$ cat src/rtl/program_sequencer.sv
// Instruction fetch/dispatch sequencer feeding control_unit over the run/done handshake.
// Optional EXEC watchdog with FAULT state is built when SEQ_WATCHDOG_EN is defined.
module program_sequencer #(
    parameter int ADDR_W    = 4,
    parameter int WDT_LIMIT = 8
) (
    input  logic              clk,
    input  logic              reset,
    input  logic              start,
    output logic [ADDR_W-1:0] mem_addr,
    input  logic [15:0]       mem_rdata,
    output logic [15:0]       instruction,
    output logic              run,
    input  logic              done,
    output logic              busy,
    output logic              halted,
    output logic              error,
    output logic [15:0]       instr_count
);

`ifdef SEQ_WATCHDOG_EN
    typedef enum logic [2:0] {
        S_IDLE, S_FETCH, S_DECODE, S_EXEC, S_HALTED, S_FAULT
    } state_t;
`else
    typedef enum logic [2:0] {
        S_IDLE, S_FETCH, S_DECODE, S_EXEC, S_HALTED
    } state_t;
`endif

    state_t            state, state_next;
    logic [ADDR_W-1:0] pc, pc_next;
    logic [15:0]       instr_next;
    logic [15:0]       count_next;

    if (WDT_LIMIT < 1) begin : g_bad_wdt_limit
        $error("program_sequencer: WDT_LIMIT must be at least 1");
    end

`ifdef SEQ_WATCHDOG_EN
    localparam int WDT_W = $clog2(WDT_LIMIT + 1);
    logic [WDT_W-1:0] wdt_cnt;
    logic             wdt_expired;

    assign wdt_expired = (wdt_cnt == WDT_W'(WDT_LIMIT - 1));
`endif

    assign mem_addr = pc;
    assign busy     = (state == S_FETCH) || (state == S_DECODE) || (state == S_EXEC);
    assign halted   = (state == S_HALTED);

    always_comb begin
        state_next = state;
        pc_next    = pc;
        instr_next = instruction;
        count_next = instr_count;
        case (state)
            S_IDLE, S_HALTED: begin
                if (start) begin
                    pc_next    = '0;
                    count_next = '0;
                    state_next = S_FETCH;
                end
            end
            S_FETCH: state_next = S_DECODE;
            S_DECODE: begin
                instr_next = mem_rdata;
                case (mem_rdata[1:0])
                    2'b10: begin
                        pc_next    = mem_rdata[ADDR_W+7:8];
                        state_next = S_FETCH;
                    end
                    2'b11:   state_next = S_HALTED;
                    default: state_next = S_EXEC;
                endcase
            end
            S_EXEC: begin
                if (done) begin
                    pc_next    = pc + ADDR_W'(1);
                    count_next = (instr_count == 16'hFFFF) ? instr_count : instr_count + 16'd1;
                    state_next = S_FETCH;
                end
`ifdef SEQ_WATCHDOG_EN
                else if (wdt_expired) begin
                    state_next = S_FAULT;
                end
`endif
            end
`ifdef SEQ_WATCHDOG_EN
            S_FAULT: state_next = S_FAULT;
`endif
            default: state_next = S_IDLE;
        endcase
    end

    always_ff @(posedge clk or posedge reset) begin
        if (reset) begin
            state       <= S_IDLE;
            pc          <= '0;
            instruction <= 16'h0000;
            instr_count <= 16'h0000;
            run         <= 1'b0;
        end else begin
            state       <= state_next;
            pc          <= pc_next;
            instruction <= instr_next;
            instr_count <= count_next;
            // run is a registered copy of "next cycle is EXEC", so it drops the cycle after done
            run         <= (state_next == S_EXEC);
        end
    end

`ifdef SEQ_WATCHDOG_EN
    always_ff @(posedge clk or posedge reset) begin
        if (reset) begin
            wdt_cnt <= '0;
            error   <= 1'b0;
        end else begin
            if (state != S_EXEC)
                wdt_cnt <= '0;
            else if (!done && !wdt_expired)
                wdt_cnt <= wdt_cnt + WDT_W'(1);
            error <= (state_next == S_FAULT);
        end
    end
`else
    assign error = 1'b0;
`endif

endmodule

$ cat config.mk
export PLATFORM = sky130hd
export DESIGN_NAME = program_sequencer
export DESIGN_NICKNAME = d
export VERILOG_FILES = /design/src/rtl/program_sequencer.sv
export SDC_FILE = /design/constraint.sdc
export NUM_CORES = 1
export LEC_CHECK = 0
export ABC_AREA = 1
export CORE_MARGIN = 10
export CORE_UTILIZATION = 50
export DETAILED_ROUTE_END_ITERATION = 8
export GPL_TIMING_DRIVEN = 0
export PLACE_DENSITY_LB_ADDON = 0.3
export SLEW_MARGIN = 20
export SYNTH_ARGS = -nofsm -noshare
export SYNTH_HDL_FRONTEND = slang
export SYNTH_SLANG_ARGS = --single-unit
$ cat constraint.sdc
create_clock -name clk -period 2.9 [get_ports clk]
set_input_delay 0.58 -clock clk [delete_from_list [all_inputs] [get_ports clk]]
set_output_delay 0.58 -clock clk [all_outputs]
set_load 0.005 [all_outputs]
==> impl_metrics.toml, run 1 <==
[outcome]
status = "completed"

[clocking]
clk_latency_ns = 0.30
cts_max_path_buffers = 2
holdBufCountCts = 0
cts_made_buffers = 5
cts.sinks = 40
root_buffer = "clkbuf_8"
cts_resized = 0
clk_pin_slew_worst_paths_ns = 0.08
htreeDepth = 2
cts_tree = "yes"
post_cts.repair.setup_buffers = 0

[worst_hold_path]
hp-class = "reg -> reg"

[floorplan]
die_area_sq_um = 7550
initial_core_util_pct = 51.4
num_rows = 24
die_h_microns = 86.9
io_pins = 60
dieWidth_microns = 86.9
core_area_sq_um = 4350

[synthesis]
synthFlopType = "dfrtp_1"
synth-edff-count = 0
yosysMostFrequentCell = "nand2_1"
synth_top_area_share_pct = 44.7
synthesis.nets = 313
synthArstFlopShare_pct = 100
ys_seq_area_share_pct = 44.7
synth_top_area_cell = "dfrtp_1"
yosys-top-cells-count = "103 x nand2_1, 40 x dfrtp_1, 28 x nor2_1"
syn_inst = 291
avgSynthCellArea_sq_um = 7.69
yosys_warnings = 0
synth_area_leaders = "dfrtp_1 45%, nand2_1 17%, o21ai_2 5.5%, nor2_1 4.7%, inv_1 4.5%"
ys_ff_latch = 40
netlist_area_sq_um = 2240
yosysUniqueCellTypes = 32

[timing]
finalHoldViolCount = 0
tns_ns = 0
min_period_over_period_pct = 72.9
setup_viol = 0
finClkSkew_ns = 0.00906
drv_slew = 0
fmax_mhz = 473
rsz0062_at_grt = "false"
fin_crit_ns = 2.11
hold_slack_ns = 0.475

[critical_path]
crit_path_cell_trace = "inv_2 > nand2_4 > inv_1 > nor2_1 > clkdlybuf4s50_1"
worstSetupPathType = "reg -> out"
cp_num_buf_inv = 3
cp_slowest_stage_delay_ns = 0.50
cp_slowest_cell = "clkdlybuf4s50_1"
cp-start-kind = "register"
crit_family = "buffers and inverters"
cp_max_fo = 6
cp.arrival_ns = 1.53
critPathCaptureType = "primary output"
worstPathRequired_ns = 2.32

[global_route]
busiest_layer = "met2"
grt_max_degree = 30
gr-usage-met3_pct = 7.96
grt_usage_pct = 15.3
met2_usage_pct = 26.0
grt_pass1_wl_mm = 9.52
grt_overflow_total = 0
grt_pass1_vias = 2120
antenna_found_initial = 0
grt_use_met1_pct = 16.2

[pwr]
p_per_area_nw_per_um2 = 818
p_leak_uw = 0.00140
peakVddDrop_uv = 479

[routing]
avgRoutedWirePerCell_microns = 13.4
drt_iter0_drc = 94
drcViolationCount = 0
wl_mm = 5.50
first_pass_iters = 4
ant_nets = 0
post_drt_via_cell_ratio = 5.05
vias = 2071

[cells_and_area]
multi_input_area_sq_um = 1050
ff_latch_area_sq_um = 1000
insertedDiodeCount = 0
drive_gt1_share_pct = 14.5
fin_area_sq_um = 3020
fillCellCount = 363
final_nets = 379
area_growth_pct = 34.7

[place]
gp_congestion = 0.865
dp_hpwl_mm = 4.26
io_buffers = 58
placed_cell_area_sq_um = 2900

[run]
cap_violations = 0
kinds of logic (layout without fill, tap and decap cells):
kind of cell	Yosys count	count (layout)	synth area share, %
AOI/OAI and AO/OA	42	42	12.9
xor gates and xnor gates	1	1	0.391
adders and majority gates	2	2	1.12
buffers and inverters	42	109	8.50
DFF	40	40	44.7
other	1	1	0.168
and+or+nand+nor	163	163	32.2
routing by layer:
metal / vias up / routed length (microns)
met1: 957 / 2200
met5: - / 0
li1: 1043 / -
met2: 61 / 2680
met4: 0 / 67
met3: 10 / 552
cells in the final DEF (no fill, tap or decap):
| master | netlist | final |
|---|---|---|
| o21bai_1 | 3 | 3 |
| o22ai_1 | 1 | 1 |
| nor2_2 | 2 | 2 |
| buf_4 | 1 | 1 |
| buf_2 | 3 | 3 |
| o21ai_0 | 13 | 13 |
| inv_2 | 6 | 7 |
| clkinv_2 | 0 | 1 |
| ha_1 | 2 | 2 |
| o21ai_1 | 4 | 4 |
| nand3_2 | 2 | 2 |
| buf_12 | 0 | 1 |
| dfrtp_1 | 40 | 40 |
| inv_1 | 27 | 26 |
| nand3b_1 | 2 | 2 |
| buf_6 | 3 | 3 |
| bufinv_16 | 0 | 1 |
| conb_1 | 1 | 1 |
| o311ai_0 | 1 | 1 |
| xor2_1 | 1 | 1 |
| nand3_1 | 17 | 17 |
| buf_1 | 1 | 1 |
| o21a_1 | 1 | 1 |
| a21oi_1 | 4 | 4 |
| or2_2 | 1 | 1 |
| clkinvlp_4 | 0 | 1 |
| inv_4 | 1 | 1 |
| nand2_2 | 3 | 3 |
| nor2_8 | 1 | 1 |
| clkdlybuf4s50_1 | 0 | 58 |
| clkbuf_8 | 0 | 5 |
| nand2_1 | 103 | 103 |
| nor2_1 | 28 | 28 |
| a21oi_4 | 1 | 1 |
| nand3_4 | 1 | 1 |
| nand2_4 | 2 | 2 |
| o21ai_2 | 14 | 14 |
| nor2_4 | 1 | 1 |
worst reg2reg max path: cells and delay by family (launching register included):
kind | cells | cell delay (ns)
DFF | 1 | 0.43
adders and majority gates | 1 | 0.21
AOI/OAI and AO/OA | 1 | 0.05
buffers and inverters | 1 | 0.17
and+or+nand+nor | 5 | 0.64
area by class of cell:
type                       count  area share, %
sequential                    40           33.2
clock inverter                 3           1.41
tap                           52           2.16
timing repair buffer          59           19.9
buffer                         8           1.99
clock buffer                   5           2.28
inverter                      34           4.32
multi-input combinational    209           34.7
power breakdown:
part           internal [uW]  leakage (uW)  switching (uW)
Combinational            539      0.000826             640
Sequential               718      0.000524             109
Clock                    255     0.0000541             206
Total                   1510       0.00140             955
state kept, by name, summed over array words and instances, names as in the netlist:
| signal | flops |
|---|---|
| instr_count | 16 |
| instruction | 16 |
| mem_addr | 4 |
| state | 3 |
| run | 1 |
through the flow:
stage / utilization, % / cells / power [uW] / worst slack (ns)
after detailed placement: 66.7 / 402 / 2030 / 1.03
final: 69.3 / 410 / 2470 / 0.787
after global routing: 69.3 / 410 / 2660 / 0.698
after global placement: 66.2 / 401 / 1990 / 0.547
after CTS: 69.3 / 410 / 2490 / 0.764
after floorplan: - / 291 / 1510 / 1.40
final timing paths:
path	startpoint	to	slack [ns]	cells after the start
min	instruction[6]	instruction[6]	0.47	2
max reg2reg	instr_count[0]	instr_count[1]	1.33	8
max	state[0]	busy	0.79	5
min in group asynchronous	reset	instr_count[15]	0.52	2
max in group asynchronous	reset	run	1.93	3
min reg2reg	instruction[6]	instruction[6]	0.47	2
No activity file was read; power rests on OpenSTA's default activity.
==> inputs of run 2 (changes only) <==
- CORE_UTILIZATION: 50 -> 48
- clock period: 2.9 -> 2.2 ns (I/O delays scaled with it)
==> impl_metrics.toml, run 2 (synthesis results as in run 1) <==
[cells_and_area]
fillCellCount = 375
final_common_cell = "nand2_1"
ff_latch_area_sq_um = 1000
final_nets = 379
area_growth_pct = 35.7
layout_common_cells = "103 x nand2_1, 58 x clkdlybuf4s50_1, 40 x dfrtp_1"
multi_input_area_sq_um = 1050
insertedDiodeCount = 0
final_util_pct = 68.4
drive_gt1_share_pct = 14.5
fin_area_sq_um = 3040

[floorplan]
num_rows = 24
core_area_sq_um = 4440
initial_core_util_pct = 50.4
die_area_sq_um = 7800
dieWidth_microns = 88.3
io_pins = 60
die_h_microns = 88.3

[routing]
drt_iter0_drc = 95
wl_mm = 5.48
avgRoutedWirePerCell_microns = 13.4
ant_nets = 0
vias = 2060
drcViolationCount = 0
post_drt_via_cell_ratio = 5.02
first_pass_iters = 4

[pwr]
power.share.clock_pct = 20.2
combPwrFrac_pct = 46.8
p_seq_share_pct = 33.1
p_per_area_nw_per_um2 = 1090
switching_share_pct = 37.8
peakVddDrop_uv = 877
internal-power_uw = 2060
netSwitchingPower_uw = 1250
p_leak_uw = 0.00142

[critical_path]
cp_max_fo = 6
cp-start-kind = "register"
cp_slowest_stage_delay_ns = 0.51
critPathCaptureType = "primary output"
cp_num_buf_inv = 3
worstPathRequired_ns = 1.76
crit_path_cell_trace = "inv_2 > nand2_4 > inv_1 > nor2_1 > clkdlybuf4s50_1"
cp.arrival_ns = 1.57
worstSetupPathType = "reg -> out"
cp_slowest_cell = "clkdlybuf4s50_1"
crit_family = "buffers and inverters"

[global_route]
grt_overflow_total = 0
grt_pass1_vias = 2045
grt_usage_pct = 14.9
grt_max_degree = 23
antenna_found_initial = 0
grt_pass1_wl_mm = 9.28

[timing]
drv_slew = 0
fin_crit_ns = 2.01
fmax_mhz = 497
finalHoldViolCount = 0
min_period_over_period_pct = 91.4
rsz0062_at_grt = "false"
setup_viol = 0
finClkSkew_ns = 0.00376

[place]
dp_hpwl_mm = 4.19
placed_cell_area_sq_um = 2910
gp_congestion = 0.812
io_buffers = 58

[clocking]
htreeDepth = 2
root_buffer = "clkbuf_8"
post_cts.repair.setup_buffers = 0
clk_latency_ns = 0.29
holdBufCountCts = 0
clk_pin_slew_worst_paths_ns = 0.08
cts_max_path_buffers = 2
cts_made_buffers = 5
cts.sinks = 40
cts_tree = "yes"
cts_resized = 0

[outcome]
status = "completed"

[run]
cap_violations = 0

[worst_hold_path]
hp-class = "in -> async"
[run 2: cell count changes in the layout (fill, tap and decap cells not counted), sizes merged]
cell	before	now
clkinv	1	0
clkinvlp	1	0
clkbuf	5	7
[run 2: power groups by stage]
stage               logic [uW]  registers, uW  clock network (uW)
floorplan                  887           1110                   0
global placement          1540           1100                   0
detailed placement        1570           1100                   0
CTS                       1570           1100                 684
global route              1730           1120                 701
finish                    1550           1090                 667
[run 2: per-stage QoR]
stage	hold WS [ns]	setup TNS [ns]	setup slack, ns	total power [uW]	cells
after floorplan	0.465	0	0.835	1990	291
after global routing	0.501	0	0.0849	3560	410
after CTS	0.470	0	0.162	3350	410
after global placement	0.452	-1.77	-0.0460	2640	401
final	0.462	0	0.189	3310	410
after detailed placement	0.457	0	0.488	2670	402
[run 2: final cells by class]
| cell class | count | area share [%] |
|---|---|---|
| Multi-Input combinational cell | 209 | 34.5 |
| Clock buffer | 7 | 3.17 |
| Tap cell | 52 | 2.14 |
| Buffer | 8 | 1.98 |
| Inverter | 34 | 4.28 |
| Sequential cell | 40 | 32.9 |
| Timing Repair Buffer | 59 | 20.0 |
| Clock inverter | 1 | 0.988 |
[run 2: worst paths after layout]
path,slack (ns),to,startpoint,cells after the start
setup / recovery,0.19,busy,state[0],5
hold / removal,0.46,instr_count[13],reset,2
setup reg to reg,0.65,instr_count[1],instr_count[1],8
hold reg to reg,0.48,instruction[5],instruction[5],2
max in group asynchronous,1.28,mem_addr[0],reset,3
min in group clk,0.48,instruction[5],instruction[5],2
[run 2: layer usage]
layer	GRT usage [%]	up-vias	wire length (microns)
met5	0	-	0
met4	5.14	0	72
met3	7.17	7	556
met2	24.7	66	2520
li1	-	1046	-
met1	16.5	941	2330
==> inputs of run 3 (changes only) <==
- ABC_CLOCK_PERIOD_IN_PS: not set -> 2200
- REMOVE_ABC_BUFFERS: not set -> 1
==> impl_metrics.toml, run 3 (synthesis results as in run 1) <==
[pwr]
peakVddDrop_uv = 751
p_per_area_nw_per_um2 = 1020
p_leak_uw = 0.00136
combPwrFrac_pct = 46.6
internal-power_uw = 1810
switching_share_pct = 39.7
power.share.clock_pct = 17.0
netSwitchingPower_uw = 1190
p_seq_share_pct = 36.4

[clocking]
root_buffer = "clkbuf_8"
htreeDepth = 2
cts_max_path_buffers = 2
cts_made_buffers = 5
cts_resized = 0
clk_latency_ns = 0.29
cts.sinks = 40
cts_tree = "yes"
post_cts.repair.setup_buffers = 0
holdBufCountCts = 0
clk_pin_slew_worst_paths_ns = 0.08

[global_route]
grt_usage_pct = 13.9
grt_pass1_vias = 1968
grt_overflow_total = 0
antenna_found_initial = 0
grt_pass1_wl_mm = 8.72
grt_max_degree = 32

[timing]
tns_ns = 0
tightestPinTransition_ns = 0.576
fmax_mhz = 505
hold_slack_ns = 0.438
maxSlewHeadroom_pct = 61.5
finClkSkew_ns = 0.00356
fin_crit_ns = 1.98
finalHoldViolCount = 0
rsz0062_at_grt = "false"
min_period_over_period_pct = 90.1
drv_slew = 0
setup_viol = 0

[critical_path]
crit_path_cell_trace = "inv_2 > nand2_4 > nor2_1 > clkdlybuf4s50_1"
cp-start-kind = "register"
r2r-start = "state[2]"
cp_max_fo = 6
worstSetupPathType = "reg -> out"
critPathCaptureType = "primary output"
cp_slowest_stage_delay_ns = 0.51
cp_slowest_cell = "clkdlybuf4s50_1"
crit_start = "state[0]"
cp.arrival_ns = 1.54
worstPathRequired_ns = 1.76

[cells_and_area]
insertedDiodeCount = 0
ff_latch_area_sq_um = 1000
final_util_pct = 66.1
fin_cells = 402
layout_common_cells = "103 x nand2_1, 58 x clkdlybuf4s50_1, 40 x dfrtp_1"
multi_input_area_sq_um = 1050
fin_area_sq_um = 2940
drive_gt1_share_pct = 12.9
fillCellCount = 380
area_growth_pct = 31.2
final_common_cell = "nand2_1"
final_nets = 371

[floorplan]
core_area_sq_um = 4440
num_rows = 24
initial_core_util_pct = 50.4
die_h_microns = 88.3
dieWidth_microns = 88.3
io_pins = 60
die_area_sq_um = 7800

[place]
placed_cell_area_sq_um = 2840
placed_cells = 394
io_buffers = 58
dp_hpwl_mm = 4.10
gp_congestion = 0.810

[routing]
ant_nets = 0
drcViolationCount = 0
wl_mm = 5.25
avgRoutedWirePerCell_microns = 13.1
vias = 1973
drt_iter0_drc = 99
first_pass_iters = 4
post_drt_via_cell_ratio = 4.91

[worst_hold_path]
hp-class = "in -> async"

[outcome]
status = "completed"

[run]
cap_violations = 0
==> run 3: cell count changes in the layout (fill, tap and decap cells not counted), sizes merged <==
cell    change
clkbuf      -1
bufinv      -1
buf         -8
clkinv      +2
==> run 3: final timing paths <==
kind                                         to  slack (ns)  cells after the start
worst min register to register  instruction[12]        0.47                      2
worst min-delay path            instruction[12]        0.44                      2
max in group asynchronous        instruction[6]        1.31                      3
worst max-delay path                     halted        0.22                      4
min in group clk                instruction[12]        0.47                      2
worst max register to register   instr_count[4]        0.41                      8
==> run 3: power by group through the flow <==
stage	clock, uW	combinational, uW	sequential, uW
finish	509	1390	1090
global route	552	1560	1110
CTS	521	1430	1090
detailed placement	0	1420	1100
global placement	0	1390	1090
floorplan	0	766	1110
==> run 3: metal layers <==
metal	vias up	track usage [%]	part of all wire (%)
li1	1025	-	-
met1	892	15.0	41
met2	51	24.0	47
met4	0	2.64	0.80
met3	5	7.08	11
met5	-	0	0
==> run 3: layout make-up <==
class	instances	area share (%)
inverter	34	4.43
timing repair buffer	59	20.5
clock buffer	6	2.81
sequential	40	34.1
multi-input combinational	209	35.7
tap	52	2.22
clock inverter	2	0.341
==> run 3: worst max-delay path, delay by kind of cell, from the launching register on <==
kind                   cells  cell delay (ns)
AND/OR/NAND/NOR            2             0.18
buffers and inverters      2             0.66
flip-flops                 1             0.42
==> run 3: through the flow <==
step	power, uW	setup slack [ns]
finish	2990	0.219
detailed placement	2530	0.256
floorplan	1870	0.666
global placement	2480	-0.0509
CTS	3040	0.195
global route	3230	0.135
